--- config.mk ---
export PLATFORM = sky130hd
export DESIGN_NAME = muldiv_sequencer
export DESIGN_NICKNAME = d
export VERILOG_FILES = /design/src/rtl/muldiv_sequencer.sv
export SDC_FILE = /design/constraint.sdc
export NUM_CORES = 1
export LEC_CHECK = 0
export CAP_MARGIN = 20
export CORE_MARGIN = 1.5
export CORE_UTILIZATION = 50
export DETAILED_ROUTE_END_ITERATION = 8
export PLACE_DENSITY = 0.83
export SLEW_MARGIN = 20
export SYNTH_ARGS = -nofsm -noshare
export SYNTH_HDL_FRONTEND = slang
export SYNTH_SLANG_ARGS = --single-unit
--- constraint.sdc ---
create_clock -name clk_i -period 4.2 [get_ports clk_i]
set_input_delay 0.84 -clock clk_i [delete_from_list [all_inputs] [get_ports clk_i]]
set_output_delay 0.84 -clock clk_i [all_outputs]
set_load 0.005 [all_outputs]
--- src/rtl/muldiv_sequencer.sv ---
// Iterative MIPS multiply/divide unit with HI/LO registers: one bit per cycle
// (shift-add multiply, restoring divide), then a single sign-fix cycle.
module muldiv_sequencer #(
  parameter int WIDTH = 32
) (
  input  logic             clk_i,
  input  logic             rst_ni,
  input  logic             start_i,
  input  logic [1:0]       op_i,
  input  logic [WIDTH-1:0] operand_a_i,
  input  logic [WIDTH-1:0] operand_b_i,
  input  logic             hilo_read_i,
  input  logic             hi_write_i,
  input  logic             lo_write_i,
  input  logic [WIDTH-1:0] write_data_i,
  output logic             busy_o,
  output logic             stall_o,
  output logic             done_o,
  output logic [WIDTH-1:0] hi_o,
  output logic [WIDTH-1:0] lo_o,
  output logic [1:0]       state_o
);

  localparam int CW = (WIDTH > 1) ? $clog2(WIDTH) : 1;

  typedef enum logic [1:0] {IDLE = 2'd0, RUN = 2'd1, FIX = 2'd2} state_t;

  state_t             state_q;
  logic [CW-1:0]      cnt_q;
  logic               is_div_q, dz_q, neg_res_q, neg_rem_q, done_q;
  logic [WIDTH-1:0]   opd_q, hi_q, lo_q;
  logic [2*WIDTH-1:0] prod_q;

  logic               is_div, sign_a, sign_b;
  logic [WIDTH-1:0]   abs_a, abs_b;
  logic [WIDTH:0]     mul_sum, div_trial;
  logic [2*WIDTH:0]   div_sh;
  logic [2*WIDTH-1:0] step_d, neg_prod;
  logic [WIDTH-1:0]   fix_hi_d, fix_lo_d, rem, quo;

  assign is_div = op_i[1];
  assign sign_a = ~op_i[0] & operand_a_i[WIDTH-1];
  assign sign_b = ~op_i[0] & operand_b_i[WIDTH-1];
  assign abs_a  = sign_a ? -operand_a_i : operand_a_i;
  assign abs_b  = sign_b ? -operand_b_i : operand_b_i;

  // prod_q holds {acc, multiplier} for multiply and {remainder, quotient} for divide.
  always_comb begin
    mul_sum   = {1'b0, prod_q[2*WIDTH-1:WIDTH]} + (prod_q[0] ? {1'b0, opd_q} : '0);
    div_sh    = {prod_q, 1'b0};
    div_trial = div_sh[2*WIDTH:WIDTH] - {1'b0, opd_q};
    step_d    = {mul_sum, prod_q[WIDTH-1:1]};
    if (is_div_q) begin
      if (!div_trial[WIDTH]) step_d = {div_trial[WIDTH-1:0], div_sh[WIDTH-1:1], 1'b1};
      else                   step_d = div_sh[2*WIDTH-1:0];
    end
  end

  always_comb begin
    neg_prod = -prod_q;
    rem      = prod_q[2*WIDTH-1:WIDTH];
    quo      = prod_q[WIDTH-1:0];
    fix_hi_d = prod_q[2*WIDTH-1:WIDTH];
    fix_lo_d = prod_q[WIDTH-1:0];
    if (!dz_q) begin
      if (is_div_q) begin
        fix_hi_d = neg_rem_q ? -rem : rem;
        fix_lo_d = neg_res_q ? -quo : quo;
      end else if (neg_res_q) begin
        fix_hi_d = neg_prod[2*WIDTH-1:WIDTH];
        fix_lo_d = neg_prod[WIDTH-1:0];
      end
    end
  end

  always_ff @(posedge clk_i or negedge rst_ni) begin
    if (!rst_ni) begin
      state_q   <= IDLE;
      cnt_q     <= '0;
      is_div_q  <= 1'b0;
      dz_q      <= 1'b0;
      neg_res_q <= 1'b0;
      neg_rem_q <= 1'b0;
      done_q    <= 1'b0;
      opd_q     <= '0;
      hi_q      <= '0;
      lo_q      <= '0;
      prod_q    <= '0;
    end else begin
      done_q <= 1'b0;
      case (state_q)
        IDLE: begin
          if (hi_write_i) hi_q <= write_data_i;
          if (lo_write_i) lo_q <= write_data_i;
          if (start_i) begin
            is_div_q  <= is_div;
            neg_res_q <= sign_a ^ sign_b;
            neg_rem_q <= sign_a;
            cnt_q     <= '0;
            if (is_div && (operand_b_i == '0)) begin
              // Divide by zero: HI keeps the dividend, LO all ones.
              dz_q    <= 1'b1;
              prod_q  <= {operand_a_i, {WIDTH{1'b1}}};
              state_q <= FIX;
            end else begin
              dz_q    <= 1'b0;
              opd_q   <= is_div ? abs_b : abs_a;
              prod_q  <= {{WIDTH{1'b0}}, (is_div ? abs_a : abs_b)};
              state_q <= RUN;
            end
          end
        end
        RUN: begin
          prod_q <= step_d;
          cnt_q  <= cnt_q + CW'(1);
          if (cnt_q == CW'(WIDTH - 1)) state_q <= FIX;
        end
        FIX: begin
          hi_q    <= fix_hi_d;
          lo_q    <= fix_lo_d;
          done_q  <= 1'b1;
          state_q <= IDLE;
        end
        default: state_q <= IDLE;
      endcase
    end
  end

  assign busy_o  = (state_q != IDLE);
  assign stall_o = busy_o & (hilo_read_i | start_i);
  assign done_o  = done_q;
  assign hi_o    = hi_q;
  assign lo_o    = lo_q;
  assign state_o = state_q;

endmodule

# Word level (Yosys, flattened, before mapping)
# Index checks and enable logic that the tools add are counted.
dict set report totals {
  inputBits 104
  ff_bits 172
  elab_cells 75
  output_inout_bits 69
}
dict set report classes {
  eq_ne 7
  n_bitwise 7
  n_reduce_logical 12
  mux 30
  n_addsub 8
}
# op n
set op_table {}
lappend op_table {{32-bit two-way mux} 15}
lappend op_table {{64-bit two-way mux} 4}
lappend op_table {{32-bit negator} 4}
lappend op_table {{32-bit case mux with 2 select lines} 2}
lappend op_table {{64-bit case mux with 2 select lines} 1}
lappend op_table {{64-bit negator} 1}
lappend op_table {{32-bit by 32-bit adder with 33-bit output} 1}
lappend op_table {{33-bit by 32-bit subtractor with 33-bit output} 1}
lappend op_table {{32-bit zero test} 1}
lappend op_table {{5-bit case mux with 2 select lines} 1}
lappend op_table {{2-bit AND reduction} 5}
lappend op_table {{2-bit inequality test (second input constant)} 4}
lappend op_table {{2-bit two-way mux} 3}
lappend op_table {{2-bit nonzero test} 3}
lappend op_table {{5-bit by 1-bit adder with 5-bit output (second input constant)} 1}
lappend op_table {{5-bit equality test (second input constant)} 1}
lappend op_table {{5-bit two-way mux} 1}
lappend op_table {{2-bit case mux with 2 select lines} 1}
lappend op_table {{1-bit bitwise AND} 3}
lappend op_table {{3-bit AND reduction} 1}
lappend op_table {{2-bit by 1-bit equality test with 1-bit output (second input constant)} 1}
lappend op_table {{2-bit equality test (second input constant)} 1}
lappend op_table {{2-bit zero test} 1}
lappend op_table {{1-bit two-way mux} 2}
lappend op_table {{4 further kinds} 5}

# Depth between registers and ports, before layout
# Gate-level depths: netlist of the first run.
dict set report logic_depth {
  depth_word 7
  ltp_mapped 14
  ltp_nobuf 13
}

# Worst setup path before layout of the first run
# No wires, ideal clock.
dict set report synth_path {
  path_kind {in2reg}
  start {in operand_b_i[1]}
  end {reg opd_q[21]}
  path_stages 14
  required_ns 4.070
  path_buffers 3
  setup_ns 0.130
  path_slack_ns 0.831
  arrival_ns 3.238
  cell_sequence {inv_1 ha_1 or3b_1 nor4_1 nand2_1 nor3_2 and4b_1 buf_2 or2_1 clkbuf_1 nor2_1 buf_2 o211ai_1 o21ai_0}
}
dict set report synth_via {
  elab_chain_cells 4
  word_cells_on_any_way 7
  cone_classes {add/sub: 1; mux: 2; bitwise: 1; reduce/logical: 3}
}
# element line_no
set synth_lines {}
lappend synth_lines {{start: declaration} 11} ;# input logic [WIDTH-1:0] operand_b_i,
lappend synth_lines {{parallel branches: the longest is 4 deep, another holds 32-bit negator} --}
lappend synth_lines {{end signal: assignment} 107} ;# opd_q <= is_div ? abs_b : abs_a;
lappend synth_lines {{end: declaration} 31} ;# logic [WIDTH-1:0] opd_q, hi_q, lo_q;
# Parallel ways; which one is timed is not known.
# A chain may end at the register's enable or synchronous reset.

# Worst setup path in the final report of the first run
dict set report layout_path {
  start {reg prod_q[0]}
  end {reg prod_q[63]}
}
dict set report layout_via {
  elab_chain_cells 4
}
# element line_no
set layout_lines {}
lappend layout_lines {{start: declaration} 32} ;# logic [2*WIDTH-1:0] prod_q;
lappend layout_lines {{start signal: assignment} 103} ;# prod_q <= {operand_a_i, {WIDTH{1'b1}}};
lappend layout_lines {{start signal: assignment} 108} ;# prod_q <= {{WIDTH{1'b0}}, (is_div ? abs_a : abs_b)};
lappend layout_lines {{start signal: assignment} 114} ;# prod_q <= step_d;
lappend layout_lines {{32-bit two-way mux} 49} ;# mul_sum = {1'b0, prod_q[2*WIDTH-1:WIDTH]} + (prod_q[0] ? {1'b0, opd_q} : '0);
lappend layout_lines {{32-bit by 32-bit adder with 33-bit output} 49}
lappend layout_lines {{64-bit two-way mux} 53} ;# if (is_div_q) begin
lappend layout_lines {{64-bit case mux with 2 select lines} 91} ;# case (state_q)
# No other way between the ends.

==> results of run 1 <==
cell usage after synthesis (10+ instances only):
cell | instances | share of area [%]
o211ai_1 | 10 | 0.49
ha_1 | 70 | 5.8
nor4_1 | 20 | 0.82
nand2b_1 | 23 | 0.94
mux2_2 | 28 | 2.1
o31ai_1 | 59 | 2.9
nor2b_1 | 14 | 0.58
nand2_1 | 233 | 5.7
xnor2_1 | 90 | 5.2
o21ai_0 | 177 | 5.8
nor3_1 | 41 | 1.3
nor2_1 | 253 | 6.2
nand3_1 | 27 | 0.89
mux2i_1 | 36 | 2.4
a21oi_1 | 164 | 5.4
or4_1 | 10 | 0.49
buf_1 | 17 | 0.42
clkbuf_1 | 87 | 2.1
a31oi_1 | 24 | 0.99
and2_1 | 13 | 0.53
a221oi_1 | 24 | 1.4
or3_1 | 10 | 0.41
a21o_1 | 42 | 2.1
inv_1 | 61 | 1.5
o22ai_1 | 31 | 1.3
dfrtp_1 | 172 | 28
and3_1 | 17 | 0.70
a211oi_1 | 13 | 0.64
buf_2 | 15 | 0.49
xor2_1 | 76 | 4.4
power groups by stage:
stage          sequential (uW)  clock (uW)  combinational, uW
5_1_grt                   3520        1780              11000
6_report                  3450        1710              10100
4_1_cts                   3390        1700               9740
3_5_place_dp              3420           0               9680
3_3_place_gp              3380           0               9480
2_1_floorplan             3080           0               6810
layout make-up:
| cell class | count | area [um^2] |
|---|---|---|
| repair buffers | 226 | 2170 |
| clock inverters | 15 | 214 |
| well taps | 390 | 488 |
| flip-flops and latches | 172 | 4310 |
| clock buffers | 17 | 425 |
| fillers | 2648 | 11700 |
| inverters | 61 | 233 |
| multi-input cells | 1638 | 10200 |
sequential cells by signal (all words and copies together), names as in the netlist:
name	cells
cnt_q	5
done_o	1
dz_q	1
hi_o	32
is_div_q	1
lo_o	32
neg_rem_q	1
neg_res_q	1
opd_q	32
prod_q	64
state_o	2
layout by cell type, fill, tap and decap left out, types with 10 or more instances in the layout:
cell type | synthesis | routed
nor2_1 | 253 | 251
nand2_1 | 233 | 233
o21ai_0 | 177 | 177
dfrtp_1 | 172 | 171
clkdlybuf4s50_1 | 0 | 170
a21oi_1 | 164 | 164
xnor2_1 | 90 | 90
xor2_1 | 76 | 76
ha_1 | 70 | 70
inv_1 | 61 | 60
o31ai_1 | 59 | 59
buf_4 | 3 | 51
a21o_1 | 42 | 42
nor3_1 | 41 | 41
mux2i_1 | 36 | 36
o22ai_1 | 31 | 31
mux2_2 | 28 | 28
nand3_1 | 27 | 27
a31oi_1 | 24 | 24
a221oi_1 | 24 | 24
nand2b_1 | 23 | 21
nor4_1 | 20 | 20
clkbuf_16 | 0 | 18
and3_1 | 17 | 17
nor2b_1 | 14 | 14
and2_1 | 13 | 13
a211oi_1 | 13 | 13
o211ai_1 | 10 | 10
or4_1 | 10 | 10
or3_1 | 10 | 10
per-stage QoR:
stage / area (um^2) / utilization (%)
floorplan: 15200 / -
global route: 18100 / 60.7
detailed placement: 17400 / 58.4
CTS: 18000 / 60.5
global placement: 17400 / 58.4
finish: 18100 / 60.7
metal layers:
| layer | routed length [um] | GRT usage, % | up-vias |
|---|---|---|---|
| met5 | 0 | 0 | - |
| met4 | 3710 | 21.7 | 0 |
| met3 | 5270 | 4.99 | 213 |
| met2 | 24700 | 55.8 | 942 |
| met1 | 21600 | 44.9 | 7629 |
| li1 | - | - | 7391 |
worst max-delay path by stage:
stage,startpoint,to,slack (ps),depth (start not counted)
5_1_grt,prod_q[0],prod_q[63],10,13
4_1_cts,prod_q[0],prod_q[63],140,13
3_3_place_gp,operand_b_i[1],opd_q[27],120,12
6_report,prod_q[0],prod_q[63],150,13
2_1_floorplan,operand_b_i[1],opd_q[21],830,14
3_5_place_dp,operand_b_i[1],opd_q[29],9,12
repair_timing:
action	4_1_cts	5_1_grt
setup buffers	0	2
hold endpoints to repair	0	0
gates resized for setup	0	1
endpoints found under the setup margin	0	2
cells by family after synthesis:
logic type | share of synthesized area (%)
xor gates and xnor gates | 9.55
and+or+nand+nor | 21.1
muxes | 4.44
DFF | 28.3
AOI/OAI and AO/OA | 25.9
buffers and inverters | 4.71
adders and majority gates | 6.01
==> metrics.md, run 1 <==
| Metric | Value |
|---|---|
| Max-Slew Margin vs Limit | `31.0%` |
| Routed vias/inst | `6.42` |
| Gate family responsible for the most delay along the worst path | `compound AO/OA/AOI/OAI gates` |
| H-tree levels | `4` |
| Sequential share of power | `22.7%` |
| Port bufs | `172` |
| Number of I/O pins | `173` |
| Period minus WS final | `4050 ps` |
| Non-Filler Instances | `2519` |
| Final Worst Setup Slack | `150 ps` |
| Gr ovfl total | `0` |
| Unrepaired setup endpoints after global routing | `false` |
| Remaining antenna violation count after routing | `0` |
| Combinational fraction of design power | `66.1%` |
| Fraction of the cycle the final worst path needs | `96.4%` |
| Kind of end point of the critical path | `flop` |
| Highest fanout seen on the critical path | `9` |
| Clock-pin slew of the registers on the worst-case setup and hold paths | `90 ps` |
| Worst skew pair latency | `450 ps` |
| Core region area | `0.0298 mm^2` |
| Worst reg2reg startpoint | `prod_q[0]` |
| Share of power burned in the clock network | `11.2%` |
| Die Wd | `178 um` |
| Detail-routed net length per standard cell | `21.9 um` |
| Clk buf depth | `2` |
| Number of antenna violations at the first check in global routing | `0` |
| Layout overhead on the synthesized area | `18.7%` |
| Worst setup slack for register-to-register paths | `150 ps` |
| Hold-fix buffers, CTS | `0` |
| Number of enable-type register cells in the synthesized netlist | `0` |
| Worst min-delay path category | `in -> async` |
| Synthesized area | `0.0152 mm^2` |
| Worst-path cell chain | `clkinvlp_4 > nor2_1 > ha_1 > a21o_1 > a221oi_1 > nor4_1 > o2111ai_1 > a31oi_1 > nand4_1 > a311oi_1 > and2_1 > o41ai_1 > o211ai_1` |
| Total DRC errors in the routed layout | `0` |
| CTS sink count | `172` |
| Setup total negative slack | `0 ps` |
| CP required | `4510 ps` |
| Iteration count of the initial detailed-routing pass | `5` |
| Detailed placer's ending HPWL | `42.5 mm` |
| Total internal power | `7670 uW` |
| Portion of the post-synthesis area used by sequential elements | `28.3%` |
| P_leak | `0.00764 uW` |
| Run status | `complete, no violations` |
| Post-synth cell types | `76` |
| WS Path Type | `reg -> reg` |
| Worst slack after detailed placement | `8.59 ps` |
| Clock buffers created by TritonCTS | `17` |
| Diode count | `0` |
| Max incr delay on CP | `500 ps` |
| Clock tree from TritonCTS | `built` |
| Worst Clk Skew | `18.9 ps` |
| Final setup violation count | `0` |
| Worst vdd ir | `481 uV` |
| Worst hold slack after final layout | `452 ps` |
| Fraction of registers with async set/reset | `100%` |
| Starting density of the core | `51.1%` |
| Total wire length | `55.3 mm` |
| Vias post-DR | `16.2k` |
| Total Power | `15200 uW` |
| Worst r2r dst | `prod_q[63]` |
| Total net switching power | `7550 uW` |
| Number of placed instances, taps included | `2484` |
| Pwr/cell area | `842 mW/mm^2` |
| GPL Wtd Cong | `0.999` |
| Share of cells above drive strength 1 | `6.95%` |
| Number of standard-cell rows in the floorplan | `63` |
| Mean instance size in the synthesized netlist | `7.64 um^2` |
| CTS Root Buffer Type | `clkbuf_16` |
| Arrival time worst endpoint | `4360 ps` |
| Proportion of total power due to net switching | `49.6%` |
| Overall fraction of global-route tracks in use | `35.0%` |
| Post-Syn Instances | `1993` |
| Number of global-route vias before repair | `15.3k` |
| Warning count from the yosys run | `0` |
| Buffering stage count on the worst path with inverters included | `1` |
| Count of maximum capacitance violations | `0` |
| Number of flip-flops and latches in the synthesized netlist | `172` |
| DRT iter0 DRCs | `1518` |
| Maximum number of pins on one net before global-route repair | `115` |
| Wire length of the first global-routing pass | `85.1 mm` |
| Slew at the pin closest to its max-slew limit | `1030 ps` |
| Die Footprint | `0.0315 mm^2` |
| Number of nets in the layout | `2292` |
| Worst Reg2Reg Path Length in Cells | `13` |
| Achievable Freq | `247 MHz` |
| Kind of start point of the critical path | `flop` |
| Primary flip-flop cell chosen by synthesis mapping | `dfrtp_1` |
| Net count after synthesis | `2169` |
| Height of the chip | `178 um` |
| Slowest CP cell | `dfrtp_1` |
| Final number of max-transition violations | `0` |
| Final hold viol count | `0` |
No activity file was read; power rests on OpenSTA's default activity.
==> run 2, diff against run 1 <==
Settings changed: PLACE_DENSITY 0.83 to 0.72.
==> metrics.md, run 2 (synthesis gave the netlist of run 1 again) <==
| Metric | Value |
|---|---|
| Run status | `complete, no violations` |
| Highest fanout seen on the critical path | `35` |
| Die Footprint | `0.0315 mm^2` |
| Core region area | `0.0298 mm^2` |
| Met2 Usage GRT | `60.1%` |
| Largest register by flop count | `prod_q` |
| Kind of start point of the critical path | `flop` |
| Gate family responsible for the most delay along the worst path | `compound AO/OA/AOI/OAI gates` |
| P_leak | `0.00777 uW` |
| Total DRC errors in the routed layout | `0` |
| Max-Slew Margin vs Limit | `34.7%` |
| Clock tree from TritonCTS | `built` |
| Worst min-delay path category | `in -> async` |
| Achievable Freq | `259 MHz` |
| Crit-path most repeated cell | `buf_4` |
| Share of cells above drive strength 1 | `8.33%` |
| Max reg flops | `64` |
| H-tree levels | `4` |
| WS Path Type | `reg -> reg` |
| Worst hold slack after final layout | `395 ps` |
| Iteration count of the initial detailed-routing pass | `5` |
| Commonest cells after routing, fill and taps aside | `nor2_1 (251), nand2_1 (233), o21ai_0 (177), dfrtp_1 (171), clkdlybuf4s50_1 (170)` |
| Worst skew pair latency | `450 ps` |
| Total net switching power | `7450 uW` |
| Clk buf depth | `2` |
| Number of I/O pins | `173` |
| Layout Utilization | `61.2%` |
| Arrival time worst endpoint | `4200 ps` |
| Share of power burned in the clock network | `10.4%` |
| CTS sink count | `172` |
| Total internal power | `7740 uW` |
| Combinational fraction of design power | `67.6%` |
| Clock buffers created by TritonCTS | `17` |
| Clock-pin slew of the registers on the worst-case setup and hold paths | `70 ps` |
| Most common cell after layout, fill and taps aside | `nor2_1` |
| Detail-routed net length per standard cell | `22.5 um` |
| Fraction of the cycle the final worst path needs | `92.0%` |
| CP required | `4530 ps` |
| Global-route met3 utilization | `6.11%` |
| Maximum number of pins on one net before global-route repair | `81` |
| DRT iter0 DRCs | `1548` |
| Sequential share of power | `22.1%` |
| Worst Clk Skew | `12.7 ps` |
| Worst vdd ir | `466 uV` |
| Starting density of the core | `51.1%` |
| Gr ovfl total | `0` |
| Routed vias/inst | `6.31` |
| Port bufs | `172` |
| Overall fraction of global-route tracks in use | `36.7%` |
| Slew at the pin closest to its max-slew limit | `975 ps` |
| Detailed placer's ending HPWL | `44.7 mm` |
| Filler cell count in the final layout | `2772` |
| Number of antenna violations at the first check in global routing | `1` |
| Number of global-route vias before repair | `15.2k` |
| Final hold viol count | `0` |
| Worst-path cell chain | `ha_1 > fa_1 > nand2b_1 > a21oi_1 > o311ai_1 > a211o_1 > a2111oi_4 > buf_4 > o2111ai_1 > nor3b_4 > buf_12 > buf_4 > nand2_1 > o21ai_0 > a221oi_1` |
| Setup total negative slack | `0 ps` |
| Period minus WS final | `3860 ps` |
| CTS Root Buffer Type | `clkbuf_16` |
| Slowest CP cell | `dfrtp_1` |
| Die Wd | `178 um` |
| Kind of end point of the critical path | `flop` |
| Final setup violation count | `0` |
| Pwr/cell area | `833 mW/mm^2` |
| Number of standard-cell rows in the floorplan | `63` |
| Met1 demand-to-capacity share in global routing | `46.5%` |
| Layout overhead on the synthesized area | `19.7%` |
| Proportion of total power due to net switching | `49.0%` |
| Final number of max-transition violations | `0` |
| Unrepaired setup endpoints after global routing | `false` |
| Max incr delay on CP | `420 ps` |
| Total wire length | `57.4 mm` |
| Remaining antenna violation count after routing | `0` |
| GPL Wtd Cong | `0.949` |
| Wire length of the first global-routing pass | `87.7 mm` |
| Post-CTS setup buffers | `0` |
| Number of nets in the layout | `2324` |
| Busiest metal layer after global routing | `met2` |
| Buffering stage count on the worst path with inverters included | `3` |
| Height of the chip | `178 um` |
| Vias post-DR | `16.1k` |
| Count of maximum capacitance violations | `0` |
## run 2: cell count changes in the layout (fill, tap and decap cells not counted), sizes merged
cell / change
buf: +33
clkbuf: +1
clkinv: -4
clkinvlp: +1
diode: +2
inv: +1
## run 2: final timing paths
check	slack (ps)	end	from	cells past startpoint
min in group clk_i	480	lo_o[18]	lo_o[18]	2
max reg2reg	340	prod_q[34]	opd_q[0]	15
min	390	lo_o[9]	rst_ni	1
min reg2reg	480	lo_o[18]	lo_o[18]	2
max in group asynchronous	2840	prod_q[54]	rst_ni	2
max	340	prod_q[34]	opd_q[0]	15
## run 2: power by group through the flow
stage	sequential [uW]	combinational [uW]	clock [uW]
after floorplan	3080	6810	0
after global placement	3320	9920	0
after detailed placement	3340	10100	0
after CTS	3310	10100	1570
after global routing	3440	11200	1630
final	3350	10300	1570
## run 2: worst register-to-register path: cells and delay by family, from the launching register on
family	cells	cell delay [ps]
AO/OA/AOI/OAI	7	1640
adder cells (fa/ha/maj)	2	650
buffers and inverters	3	640
flip-flops	1	420
AND/OR/NAND/NOR	3	430
## run 2: layer usage
layer | vias up | wire (um)
li1 | 7463 | -
met1 | 7661 | 23500
met2 | 802 | 26300
met3 | 174 | 4430
met4 | 2 | 3150
met5 | - | 15
## run 2: cell type report
type                    count  area, um^2  area share, %
flip-flops and latches    172        4310           23.6
multi-input cells        1638       10300           56.2
well taps                 390         488           2.68
inverters                  61         229           1.26
repair buffers            258        2390           13.1
clock inverters            13         110          0.604
clock buffers              19         453           2.48
diodes                      2        5.00         0.0275
## run 2: stage by stage
step | total power [uW] | worst slack (ps) | std cells | cell area (um^2)
finish | 15200 | 336 | 2553 | 18200
detailed placement | 13400 | 172 | 2519 | 17700
floorplan | 9890 | 831 | 1993 | 15200
global route | 16300 | 115 | 2551 | 18200
CTS | 15000 | 368 | 2551 | 18200
global placement | 13200 | 181 | 2519 | 17700
## run 2: what timing repair did
action | in CTS | in global routing
endpoints found under the setup margin | 0 | 1
hold endpoints to repair | 0 | 0
hold buffers | 0 | 0
gates resized for setup | 0 | 1
==> run 3, diff against run 2 <==
Settings changed: CELL_PAD_IN_SITES_DETAIL_PLACEMENT from default to 2, CELL_PAD_IN_SITES_GLOBAL_PLACEMENT from default to 2, CORE_UTILIZATION 50 to 34, CTS_CLUSTER_SIZE from default to 28, PLACE_DENSITY 0.72 to default, PLACE_DENSITY_LB_ADDON from default to 0.1.
==> metrics.md, run 3 (synthesis gave the netlist of run 1 again) <==
| Metric | Value |
|---|---|
| Unrepaired setup endpoints after global routing | `false` |
| Clock-pin slew of the registers on the worst-case setup and hold paths | `70 ps` |
| Kind of end point of the critical path | `flop` |
| Clock buffers created by TritonCTS | `17` |
| Number of nets in the layout | `2309` |
| Pwr/cell area | `859 mW/mm^2` |
| Clock tree from TritonCTS | `built` |
| Post-CTS setup buffers | `0` |
| Worst min-delay path category | `in -> async` |
| Number of antenna violations at the first check in global routing | `1` |
| Hold-fix buffers, CTS | `0` |
| Proportion of total power due to net switching | `50.9%` |
| Detailed placer's ending HPWL | `56.7 mm` |
| Worst vdd ir | `311 uV` |
| Iteration count of the initial detailed-routing pass | `5` |
| Total internal power | `7770 uW` |
| Cell area reported after detailed placement | `0.0178 mm^2` |
| DRT iter0 DRCs | `964` |
| CTS sink count | `172` |
| Fraction of the cycle the final worst path needs | `91.7%` |
| Final number of max-transition violations | `0` |
| Count of maximum capacitance violations | `0` |
| Starting density of the core | `34.4%` |
| Slew at the pin closest to its max-slew limit | `1220 ps` |
| Remaining antenna violation count after routing | `0` |
| Total wire length | `71.3 mm` |
| Final instance area | `0.0184 mm^2` |
| Number of standard-cell rows in the floorplan | `77` |
| Die Wd | `215 um` |
| Clk buf depth | `2` |
| Largest register by flop count | `prod_q` |
| Run status | `complete, no violations` |
| PostCTS Resize Cnt | `0` |
| Worst skew pair latency | `490 ps` |
| Number of placed instances, taps included | `2706` |
| Gr ovfl total | `0` |
| Layout overhead on the synthesized area | `20.9%` |
| Highest fanout seen on the critical path | `42` |
| CP required | `4590 ps` |
| Share of power burned in the clock network | `11.0%` |
| CTS Root Buffer Type | `clkbuf_16` |
| Sequential share of power | `22.0%` |
| Commonest cells after routing, fill and taps aside | `nor2_1 (251), nand2_1 (233), o21ai_0 (177), dfrtp_1 (171), clkdlybuf4s50_1 (170)` |
| Die Footprint | `0.0461 mm^2` |
| Height of the chip | `215 um` |
| Total net switching power | `8050 uW` |
| Wire length of the first global-routing pass | `108 mm` |
| Overall fraction of global-route tracks in use | `31.0%` |
| Total DRC errors in the routed layout | `0` |
| Total Power | `15800 uW` |
| Port bufs | `172` |
| Worst Clk Skew | `10.9 ps` |
| Number of global-route vias before repair | `17.2k` |
| Period minus WS final | `3850 ps` |
| Number of I/O pins | `173` |
| Vias post-DR | `16.2k` |
| Non-Filler Instances | `2739` |
| Maximum number of pins on one net before global-route repair | `98` |
| Final hold viol count | `0` |
| Arrival time worst endpoint | `4240 ps` |
| Final setup violation count | `0` |
| Max-Slew Margin vs Limit | `18.4%` |
| Routed vias/inst | `5.91` |
| Core region area | `0.0442 mm^2` |
| Combinational fraction of design power | `67.0%` |
| Achievable Freq | `260 MHz` |
| Detail-routed net length per standard cell | `26.0 um` |
| Kind of start point of the critical path | `flop` |
| H-tree levels | `4` |
| Setup total negative slack | `0 ps` |
| Layout Utilization | `41.6%` |
| WS Path Type | `reg -> reg` |
| Most common cell after layout, fill and taps aside | `nor2_1` |
| Share of cells above drive strength 1 | `7.64%` |
| Max reg flops | `64` |
| P_leak | `0.00772 uW` |
| GPL Wtd Cong | `0.904` |
## run 3: final timing paths
path                                from         end  slack, ps  cells past startpoint
worst max-delay path            opd_q[0]  prod_q[48]        350                     12
worst min-delay path              rst_ni     lo_o[9]        470                      1
worst max register to register  opd_q[0]  prod_q[48]        350                     12
worst min register to register  opd_q[3]    opd_q[3]        490                      2
max in group asynchronous         rst_ni    opd_q[2]       2840                      2
min in group clk_i              opd_q[3]    opd_q[3]        490                      2
## run 3: layer usage
| metal | track usage, % | routed length, um | vias up |
|---|---|---|---|
| li1 | - | - | 7401 |
| met1 | 39.0 | 31200 | 8251 |
| met2 | 53.4 | 34800 | 421 |
| met3 | 3.76 | 2530 | 103 |
| met4 | 13.4 | 2830 | 0 |
| met5 | 0 | 0 | - |
## run 3: cell type report
class	count	area, um^2
Timing Repair Buffer	243	2290
Sequential cell	172	4310
Multi-Input combinational cell	1638	10200
Antenna cell	1	2.50
Fill cell	5020	25800
Clock inverter	13	154
Tap cell	592	741
Clock buffer	19	453
Inverter	61	229
## run 3: power by group through the flow
stage                     logic (uW)  registers [uW]  clock network, uW
after floorplan                 6810            3080                  0
after global placement         10100            3440                  0
after detailed placement       10500            3490                  0
after CTS                      10600            3460               1770
after global routing           11500            3580               1820
final                          10600            3480               1740
## run 3: worst max-delay path, cell delays in order, from the launching register on
cell	delay [ps]
dfrtp_1	410
ha_1	240
fa_1	410
nand2b_1	180
a21oi_1	230
o311ai_1	210
a211o_1	380
a2111oi_4	440
o41ai_1	170
nor3b_4	260
buf_12	300
mux2_2	370
o21ai_0	130
## run 3: metrics by stage
step	setup slack [ps]	hold WS, ps
finish	347	473
global route	145	512
CTS	364	482
detailed placement	46.8	475
global placement	267	459
floorplan	831	450
